==> src/rtl/ne_decoder_defs.sv <==
// Shared definitions for the NE decoder frame sequencer: state encoding,
// default widths/limits and a small saturating-increment helper.
package ne_decoder_defs;

    localparam int LOADCOUNT_DEF    = 17;
    localparam int MAXITER_DEF      = 8;
    localparam int ITERWIDTH_DEF    = 4;
    localparam int LOAD_TIMEOUT_DEF = 64;
    localparam int FRAMEWIDTH_DEF   = 16;

    typedef enum logic [2:0] {
        ST_IDLE   = 3'd0,
        ST_LOAD   = 3'd1,
        ST_DECODE = 3'd2,
        ST_UWAIT  = 3'd3,
        ST_UNLOAD = 3'd4
    } ne_state_e;

    function automatic logic [31:0] sat_inc(input logic [31:0] v, input logic [31:0] lim);
        return (v >= lim) ? lim : v + 32'd1;
    endfunction

endpackage

==> src/rtl/ne_decode_sequencer_rise_detect.sv <==
// Registered 1-bit rising-edge detector: rise is high in the cycle d is 1
// after having been 0 on the previous clock edge.
module ne_rise_detect (
    input  logic clk,
    input  logic rst,
    input  logic d,
    output logic rise
);

    logic d_d;
    logic d_q;

    always_comb begin
        d_d = d;
    end

    always_ff @(posedge clk) begin
        if (rst) begin
            d_q <= 1'b0;
        end else begin
            d_q <= d_d;
        end
    end

    assign rise = d & ~d_q;

endmodule

==> src/rtl/ne_decode_sequencer.sv <==
// Frame-level controller for the NE decoder: LOAD -> DECODE -> UNLOAD per frame,
// with iteration counting, early termination on syndrome pass and a load watchdog.
module ne_decode_sequencer
    import ne_decoder_defs::*;
#(
    parameter int LOADCOUNT    = LOADCOUNT_DEF,
    parameter int MAXITER      = MAXITER_DEF,
    parameter int ITERWIDTH    = ITERWIDTH_DEF,
    parameter int LOAD_TIMEOUT = LOAD_TIMEOUT_DEF,
    parameter int FRAMEWIDTH   = FRAMEWIDTH_DEF
) (
    input  logic                  clk,
    input  logic                  rst,
    input  logic                  frame_valid,
    input  logic                  load_done,
    input  logic                  iter_done,
    input  logic                  syndrome_ok,
    input  logic                  unload_ready,
    input  logic                  unload_done,
    output logic                  frame_ack,
    output logic                  load_start,
    output logic                  decode_start,
    output logic                  unload_start,
    output logic [ITERWIDTH-1:0]  iter_count,
    output logic                  converged,
    output logic                  busy,
    output logic                  load_err,
    output logic [FRAMEWIDTH-1:0] frame_count
);

    localparam int WDOG_W = $clog2(LOAD_TIMEOUT + 1);

    if (MAXITER < 1 || MAXITER >= (1 << ITERWIDTH) || LOAD_TIMEOUT < 1 || LOADCOUNT < 1)
    begin : g_bad_params
        $error("ne_decode_sequencer: illegal parameter combination");
    end

    logic ld_rise;

    ne_rise_detect u_ld_rise (
        .clk  (clk),
        .rst  (rst),
        .d    (load_done),
        .rise (ld_rise)
    );

    ne_state_e             state_q, state_d;
    logic [WDOG_W-1:0]     wdog_q, wdog_d;
    logic                  frame_ack_q, frame_ack_d;
    logic                  load_start_q, load_start_d;
    logic                  decode_start_q, decode_start_d;
    logic                  unload_start_q, unload_start_d;
    logic [ITERWIDTH-1:0]  iter_count_q, iter_count_d;
    logic                  converged_q, converged_d;
    logic                  busy_q, busy_d;
    logic                  load_err_q, load_err_d;
    logic [FRAMEWIDTH-1:0] frame_count_q, frame_count_d;
    logic [ITERWIDTH-1:0]  iter_next;

    always_comb begin
        state_d        = state_q;
        wdog_d         = wdog_q;
        frame_ack_d    = 1'b0;
        load_start_d   = load_start_q;
        decode_start_d = 1'b0;
        unload_start_d = 1'b0;
        iter_count_d   = iter_count_q;
        converged_d    = converged_q;
        load_err_d     = load_err_q;
        frame_count_d  = frame_count_q;
        iter_next      = ITERWIDTH'(sat_inc(32'(iter_count_q), 32'(MAXITER)));

        case (state_q)
            ST_IDLE: begin
                load_start_d = 1'b0;
                if (frame_valid) begin
                    state_d      = ST_LOAD;
                    frame_ack_d  = 1'b1;
                    load_start_d = 1'b1;
                    iter_count_d = '0;
                    wdog_d       = '0;
                end
            end
            ST_LOAD: begin
                load_start_d = 1'b1;
                // A rise on the timeout cycle still counts as a successful load.
                if (ld_rise) begin
                    state_d        = ST_DECODE;
                    load_start_d   = 1'b0;
                    decode_start_d = 1'b1;
                end else if (wdog_q == WDOG_W'(LOAD_TIMEOUT - 1)) begin
                    state_d      = ST_IDLE;
                    load_start_d = 1'b0;
                    load_err_d   = 1'b1;
                end else begin
                    wdog_d = wdog_q + WDOG_W'(1);
                end
            end
            ST_DECODE: begin
                load_start_d = 1'b0;
                if (iter_done) begin
                    iter_count_d = iter_next;
                    if (syndrome_ok || iter_next == ITERWIDTH'(MAXITER)) begin
                        state_d     = ST_UWAIT;
                        converged_d = syndrome_ok;
                    end else begin
                        decode_start_d = 1'b1;
                    end
                end
            end
            ST_UWAIT: begin
                load_start_d = 1'b0;
                if (unload_ready) begin
                    state_d        = ST_UNLOAD;
                    unload_start_d = 1'b1;
                end
            end
            ST_UNLOAD: begin
                load_start_d = 1'b0;
                if (unload_done) begin
                    state_d       = ST_IDLE;
                    frame_count_d = frame_count_q + FRAMEWIDTH'(1);
                end
            end
            default: begin
                state_d      = ST_IDLE;
                load_start_d = 1'b0;
            end
        endcase

        busy_d = (state_d != ST_IDLE);
    end

    always_ff @(posedge clk) begin
        if (rst) begin
            state_q        <= ST_IDLE;
            wdog_q         <= '0;
            frame_ack_q    <= 1'b0;
            load_start_q   <= 1'b0;
            decode_start_q <= 1'b0;
            unload_start_q <= 1'b0;
            iter_count_q   <= '0;
            converged_q    <= 1'b0;
            busy_q         <= 1'b0;
            load_err_q     <= 1'b0;
            frame_count_q  <= '0;
        end else begin
            state_q        <= state_d;
            wdog_q         <= wdog_d;
            frame_ack_q    <= frame_ack_d;
            load_start_q   <= load_start_d;
            decode_start_q <= decode_start_d;
            unload_start_q <= unload_start_d;
            iter_count_q   <= iter_count_d;
            converged_q    <= converged_d;
            busy_q         <= busy_d;
            load_err_q     <= load_err_d;
            frame_count_q  <= frame_count_d;
        end
    end

    assign frame_ack    = frame_ack_q;
    assign load_start   = load_start_q;
    assign decode_start = decode_start_q;
    assign unload_start = unload_start_q;
    assign iter_count   = iter_count_q;
    assign converged    = converged_q;
    assign busy         = busy_q;
    assign load_err     = load_err_q;
    assign frame_count  = frame_count_q;

endmodule

==> config.mk <==
export PLATFORM = sky130hd
export DESIGN_NAME = ne_decode_sequencer
export DESIGN_NICKNAME = d
export VERILOG_FILES = /design/src/rtl/ne_decoder_defs.sv /design/src/rtl/ne_decode_sequencer_rise_detect.sv /design/src/rtl/ne_decode_sequencer.sv
export SDC_FILE = /design/constraint.sdc
export NUM_CORES = 1
export LEC_CHECK = 0
export CAP_MARGIN = 40
export CORE_MARGIN = 1
export CORE_UTILIZATION = 45
export DETAILED_ROUTE_END_ITERATION = 10
export PLACE_DENSITY = 0.71
export SYNTH_ARGS = -nofsm -noshare
export SYNTH_HDL_FRONTEND = slang
export SYNTH_HIERARCHICAL = 1
export SYNTH_SLANG_ARGS = --single-unit
export TNS_END_PERCENT = 1
==> constraint.sdc <==
create_clock -name clk -period 3.94 [get_ports clk]
set_input_delay 0.591 -clock clk [delete_from_list [all_inputs] [get_ports clk]]
set_output_delay 0.591 -clock clk [all_outputs]
set_load 0.03 [all_outputs]
==> results of run 1 <==
cell type report:
cell class	instances	area (um2)
clock buffer	7	86.3
clock inverter	1	5.00
fill	344	1520
inverter	5	18.8
multi-input combinational	148	973
sequential	38	761
tap	48	60.1
timing repair buffer	35	348
Yosys cell counts (5+ instances only):
cell type / instances / share of area, %
a21oi_1: 18 / 5.0
xor2_1: 7 / 3.4
clkbuf_1: 5 / 1.0
nand2b_1: 5 / 1.7
o21ai_0: 9 / 2.5
inv_1: 5 / 1.0
nand3_1: 8 / 2.2
mux2i_1: 6 / 3.3
or4_1: 5 / 2.1
and3_1: 5 / 1.7
nor2_1: 19 / 3.9
dfxtp_1: 38 / 42
nand4_1: 5 / 1.7
nand2_1: 12 / 2.5
o31ai_1: 6 / 2.5
path summary, 6_finish.rpt:
check,startpoint,end
worst max-delay path,unload_done,frame_count[14]
worst min register to register,wdog_q[6],wdog_q[6]
worst max register to register,state_q[1],frame_count[14]
worst min-delay path,wdog_q[6],wdog_q[6]
worst register-to-register path, stage by stage, from the launching register on:
cell and delay [ns]:
dfxtp_1 0.43, and4bb_1 0.61, nand2_2 0.16, or4_1 0.52, a21oi_1 0.16
report_power, final:
| group | total [mW] | internal [mW] | switching [mW] |
|---|---|---|---|
| clock | 0.277 | 0.141 | 0.136 |
| sequential | 0.398 | 0.391 | 0.00746 |
| combinational | 0.0646 | 0.0275 | 0.0371 |
| total | 0.740 | 0.560 | 0.181 |
sequential cells by signal, summed over array words and instances, names as in the netlist:
signal,flops
load_err,1
frame_ack,1
frame_count,16
u_ld_rise/d_q,1
iter_count,4
state_q,3
load_start,1
unload_start,1
converged,1
busy,1
decode_start,1
wdog_q,7
routing by layer:
layer | vias up | global-route usage [%] | share of wire, % | routed length, um
li1 | 793 | - | - | -
met1 | 682 | 22.5 | 49 | 1780
met3 | 4 | 6.77 | 4.3 | 156
met5 | - | 0 | 0 | 0
met2 | 33 | 29.9 | 45 | 1620
met4 | 0 | 8.15 | 1.6 | 57
cells by family (layout without fill, tap and decap cells):
logic type,Yosys count,in the layout
fa+ha+maj,4,4
xor+xnor,8,8
buf+inv,14,48
simple gates,86,86
compound gates,43,43
mux,7,7
flops,38,38
cells in the final DEF (no fill, tap or decap), drive strengths merged, types with 2 or more instances in the layout:
master / n
a21oi: 18
a31oi: 2
and3: 6
clkbuf: 7
clkdlybuf4s50: 34
dfxtp: 38
ha: 4
inv: 5
mux2i: 6
nand2: 14
nand2b: 5
nand3: 8
nand4: 6
nor2: 19
nor2b: 4
nor3: 3
nor3b: 2
o21a: 3
o21ai: 9
o31ai: 6
or3: 4
or4: 5
or4b: 2
xor2: 7
==> flow_metrics.tcl, run 1 <==
set metrics [dict create \
    status "complete, no violations" \
    setup-violations-final 0 \
    fin_total_pwr_mw 0.740 \
    tightest_slew_ns 0.730 \
    dr.pass1.iters 4 \
    maxSlewViolCount 0 \
    dp_hpwl_um 2530 \
    drt_iter0_drc 106 \
    cp_slowest_stage_delay_ns 0.52 \
    synth_edf_count 0 \
    timing.final.ws_setup_ns 1.78 \
    critPathSlowestCell "or4_1" \
    p_leak_nw 0.830 \
    io_buffers 34 \
    drv_cap 0 \
    design_area_um2 2250 \
    row_count 22 \
    rsz0062_at_grt "no" \
    synthesis.area_um2 1810 \
    synth_top_family_by_area "simple AND/OR/NAND/NOR gates" \
    cts_tree "yes" \
    path_class "in -> reg" \
    cp.required_ns 4.17 \
    worstPathArrival_ns 2.39 \
    critical_path_cell_count 5 \
    clock_sink_count 38 \
    setup_tns_ns 0 \
    ir_worst_vdd_uv 251 \
    reg2regPathDepth 4 \
    fin_crit_sh_pct 54.9 \
    grt_max_degree 33 \
    clk_pin_slew_ns 0.07 \
    cts_root_buf "clkbuf_8" \
    ys_seq_area_share_pct 42.0 \
    synthAdderAreaFrac_pct 2.76 \
    cts_resized 0 \
    htreeDepth 2 \
    cts_buffer_depth 2 \
    fin_skew_ns 0.00764 \
    grt_pass1_vias 1364 \
    cts_setup_buffers 0 \
    post-place-ws_ns 1.46 \
    routed_wirelength_um 3610 \
    hold_class "reg -> reg" \
    area_growth_pct 24.4 \
    n_antenna_cell 0 \
    ant_nets 0 \
    place_inst 274 \
    ioPinCount 35 \
    finalNetCount 245 \
    path_cells "clkdlybuf4s50_1 > and4bb_1 > nand2_2 > or4_1 > a21oi_1" \
    grt_pass1_wl_um 6110 \
    synthXorXnorAreaFrac_pct 3.87 \
    antenna_found_initial 0 \
    grt.total_usage_pct 18.7 \
    ff2ff_setup_slack_ns 2.00 \
    clock_latency_ns 0.30 \
    drc 0 \
    critPathCaptureType "flop" \
    vias_per_cell 5.36 \
    dieArea_um2 4280 \
    async_flop_share_pct 0 \
    syn_inst 200 \
    synth_warnings 6 \
    path_max_fanout 10 \
    yosys.cell_types.count 45 \
    overflow 0 \
    cp-start-kind "input pin" \
    path_buf_inv 1 \
    fin_crit_ns 2.16 \
    num_vias 1512 \
    drive_above_1_share_pct 8.55 \
    start_util_pct 48.0 \
    fin_util_pct 59.7 \
    synth_compound_gate_area_share_pct 14.4 \
    synth_area_per_cell_um2 9.05 \
    synth-simple-area-share_pct 28.8 \
    placed_area_um2 2160 \
    timing.hold.ws_ns 0.443 \
    cts_made_buffers 5 \
    fmax_mhz 463 \
    cpLargestDelayFamily "simple AND/OR/NAND/NOR gates" \
    maxSlewHeadroom_pct 51.3 \
    place.gp.congestion 0.820 \
    die_w_um 65.4 \
    finalNonFillerCells 282 \
    holdBufCountCts 0 \
    muxShareOfSynthArea_pct 3.94 \
    ys_dominant_reg_cell "dfxtp_1" \
    finalHoldViolCount 0 \
    wl_per_cell_um 12.8 \
    core_um2 3770 \
    fp.dieH_um 65.4 \
    ys_ff_latch 38 \
    syn-num-nets 212 \
    p_per_area_nw_per_um2 329 \
    whs_path_depth 1 \
]
Power figures use the tool's default switching activity.
==> run 2, diff against run 1 <==
==> constraint.sdc (replaced) <==
create_clock -name clk -period 2.1 [get_ports clk]
set_input_delay 0.315 -clock clk [delete_from_list [all_inputs] [get_ports clk]]
set_output_delay 0.315 -clock clk [all_outputs]
set_load 0.03 [all_outputs]
==> run 2 against run 1 <==
Net effect:
- combinational power grew 98%
- sequential share of layout area shrank 0.81 points
- first-iteration DRC count shrank 32%
- global-route usage grew 0.94 points
- die area is the same
- clock power grew 120%
- hold slack gained 0.0016 ns
- clock skew shrank 0.0033 ns
- critical path depth shrank 4
- wire length grew 2.9%
- final cell count grew 1.8%
- critical path type is now reg -> out
- largest cell class unchanged
==> flow_metrics.tcl, run 2 (same netlist as run 1, synthesis figures left out) <==
set metrics [dict create \
    cts_tree "yes" \
    vias_per_cell 5.52 \
    grt_pass1_wl_um 6480 \
    clk_pin_slew_ns 0.07 \
    dr.pass1.iters 4 \
    critical_path_cell_count 1 \
    reg2reg_to "wdog_q[6]" \
    fin_crit_ns 1.78 \
    cpLargestDelayFamily "buffers and inverters" \
    area_growth_pct 27.4 \
    setup_tns_ns 0 \
    post-place-ws_ns 0.126 \
    cts_root_buf "clkbuf_8" \
    p_leak_nw 0.865 \
    placed_area_um2 2200 \
    core_um2 3770 \
    cts_resized 0 \
    cts_setup_buffers 0 \
    drv_cap 0 \
    path_max_fanout 5 \
    design_area_um2 2310 \
    fmax_mhz 563 \
    layout_common_cells "dfxtp_1 (38), clkdlybuf4s50_1 (34), nor2_1 (19)" \
    worstHoldStart "wdog_q[6]" \
    rsz0062_at_grt "no" \
    final_common_cell "dfxtp_1" \
    ant_nets 0 \
    start_util_pct 48.0 \
    ir_worst_vdd_uv 389 \
    grt_pass1_vias 1454 \
    place.gp.congestion 0.826 \
    grt_max_degree 20 \
    wl_per_cell_um 12.9 \
    hold_class "reg -> reg" \
    holdBufCountCts 0 \
    drc 0 \
    fin_total_pwr_mw 1.49 \
    cp.required_ns 1.78 \
    io_buffers 34 \
    tightest_slew_ns 0.751 \
    status "complete, no violations" \
    path_class "reg -> out" \
    holdPathEnd "wdog_q[6]" \
    n_antenna_cell 0 \
    htreeDepth 2 \
    dp_hpwl_um 2650 \
    whs_path_depth 1 \
    cp-start-kind "flop" \
    overflow 0 \
    finalNetCount 250 \
    routed_wirelength_um 3720 \
    ff2ff_setup_slack_ns 0.35 \
    antenna_found_initial 0 \
    fin_skew_ns 0.00432 \
    fp.dieH_um 65.4 \
    maxSlewHeadroom_pct 49.9 \
    cp_slowest_stage_delay_ns 0.71 \
    die_w_um 65.4 \
    cts_buffer_depth 2 \
    finalHoldViolCount 0 \
    worstReg2RegStart "state_q[1]" \
    row_count 22 \
    critPathSlowestCell "clkdlybuf4s50_1" \
    clock_latency_ns 0.29 \
    reg2regPathDepth 3 \
    timing.final.ws_setup_ns 0.324 \
    drive_above_1_share_pct 10.9 \
    critPathCaptureType "output pin" \
    maxSlewViolCount 0 \
    path_cells "clkdlybuf4s50_1" \
    ioPinCount 35 \
    dieArea_um2 4280 \
    p_per_area_nw_per_um2 645 \
    cts_made_buffers 5 \
    worstPathArrival_ns 1.46 \
    num_vias 1585 \
    fin_crit_sh_pct 84.6 \
    drt_iter0_drc 72 \
    setup-violations-final 0 \
    grt.total_usage_pct 19.7 \
    path_buf_inv 1 \
    clock_sink_count 38 \
    largest_reg_flops 16 \
]
## run 2: cell types whose count changed in the layout (fill, tap and decap cells not counted), sizes merged
| cell | previous run | this run |
|---|---|---|
| clkbuf | 7 | 5 |
| clkinv | 1 | 2 |
| bufinv | 0 | 1 |
| buf | 1 | 6 |
## run 2: routing by layer
| metal | vias to the layer above | share of wire [%] | GRT usage, % | wire, um |
|---|---|---|---|---|
| met5 | - | 0 | 0 | 0 |
| met4 | 0 | 1.6 | 8.15 | 59 |
| met3 | 7 | 4.1 | 4.51 | 154 |
| met2 | 41 | 48 | 32.5 | 1780 |
| met1 | 744 | 46 | 24.5 | 1730 |
| li1 | 793 | - | - | - |
## run 2: cell type report
| type | count | area (um2) |
|---|---|---|
| multi-input cells | 148 | 973 |
| repair buffers | 40 | 385 |
| fillers | 329 | 1460 |
| flip-flops and latches | 38 | 761 |
| clock inverters | 3 | 40.0 |
| clock buffers | 5 | 68.8 |
| well taps | 48 | 60.1 |
| inverters | 5 | 18.8 |
## run 2: how the worst max path moves through the flow
stage / startpoint / end / slack [ns]
global route: state_q[1] / wdog_q[5] / 0.10
detailed placement: frame_valid / wdog_q[5] / 0.13
finish: frame_count[7] / frame_count[7] / 0.32
CTS: state_q[1] / wdog_q[5] / 0.30
global placement: frame_valid / wdog_q[6] / 0.14
floorplan: frame_count[3] / frame_count[15] / 0.30
## run 2: worst register-to-register path, cell delays in order, from the launching register on
cell     delay [ns]
dfxtp_1        0.54
nor2_1         0.23
a21oi_1        0.66
o311a_1        0.27
## run 2: metrics by stage
stage | utilization [%] | instances | hold WS, ns
3_5_place_dp | 58.3 | 279 | 0.435
4_1_cts | 61.2 | 287 | 0.445
5_1_grt | 61.2 | 287 | 0.465
3_3_place_gp | 58.3 | 279 | 0.437
6_report | 61.2 | 287 | 0.445
2_1_floorplan | - | 200 | 0.379
## run 2: power breakdown
part           switching, mW  internal, mW  total, mW
Clock                  0.264         0.350      0.614
Combinational         0.0715        0.0561      0.128
Sequential            0.0139         0.734      0.747
Total                  0.350          1.14       1.49
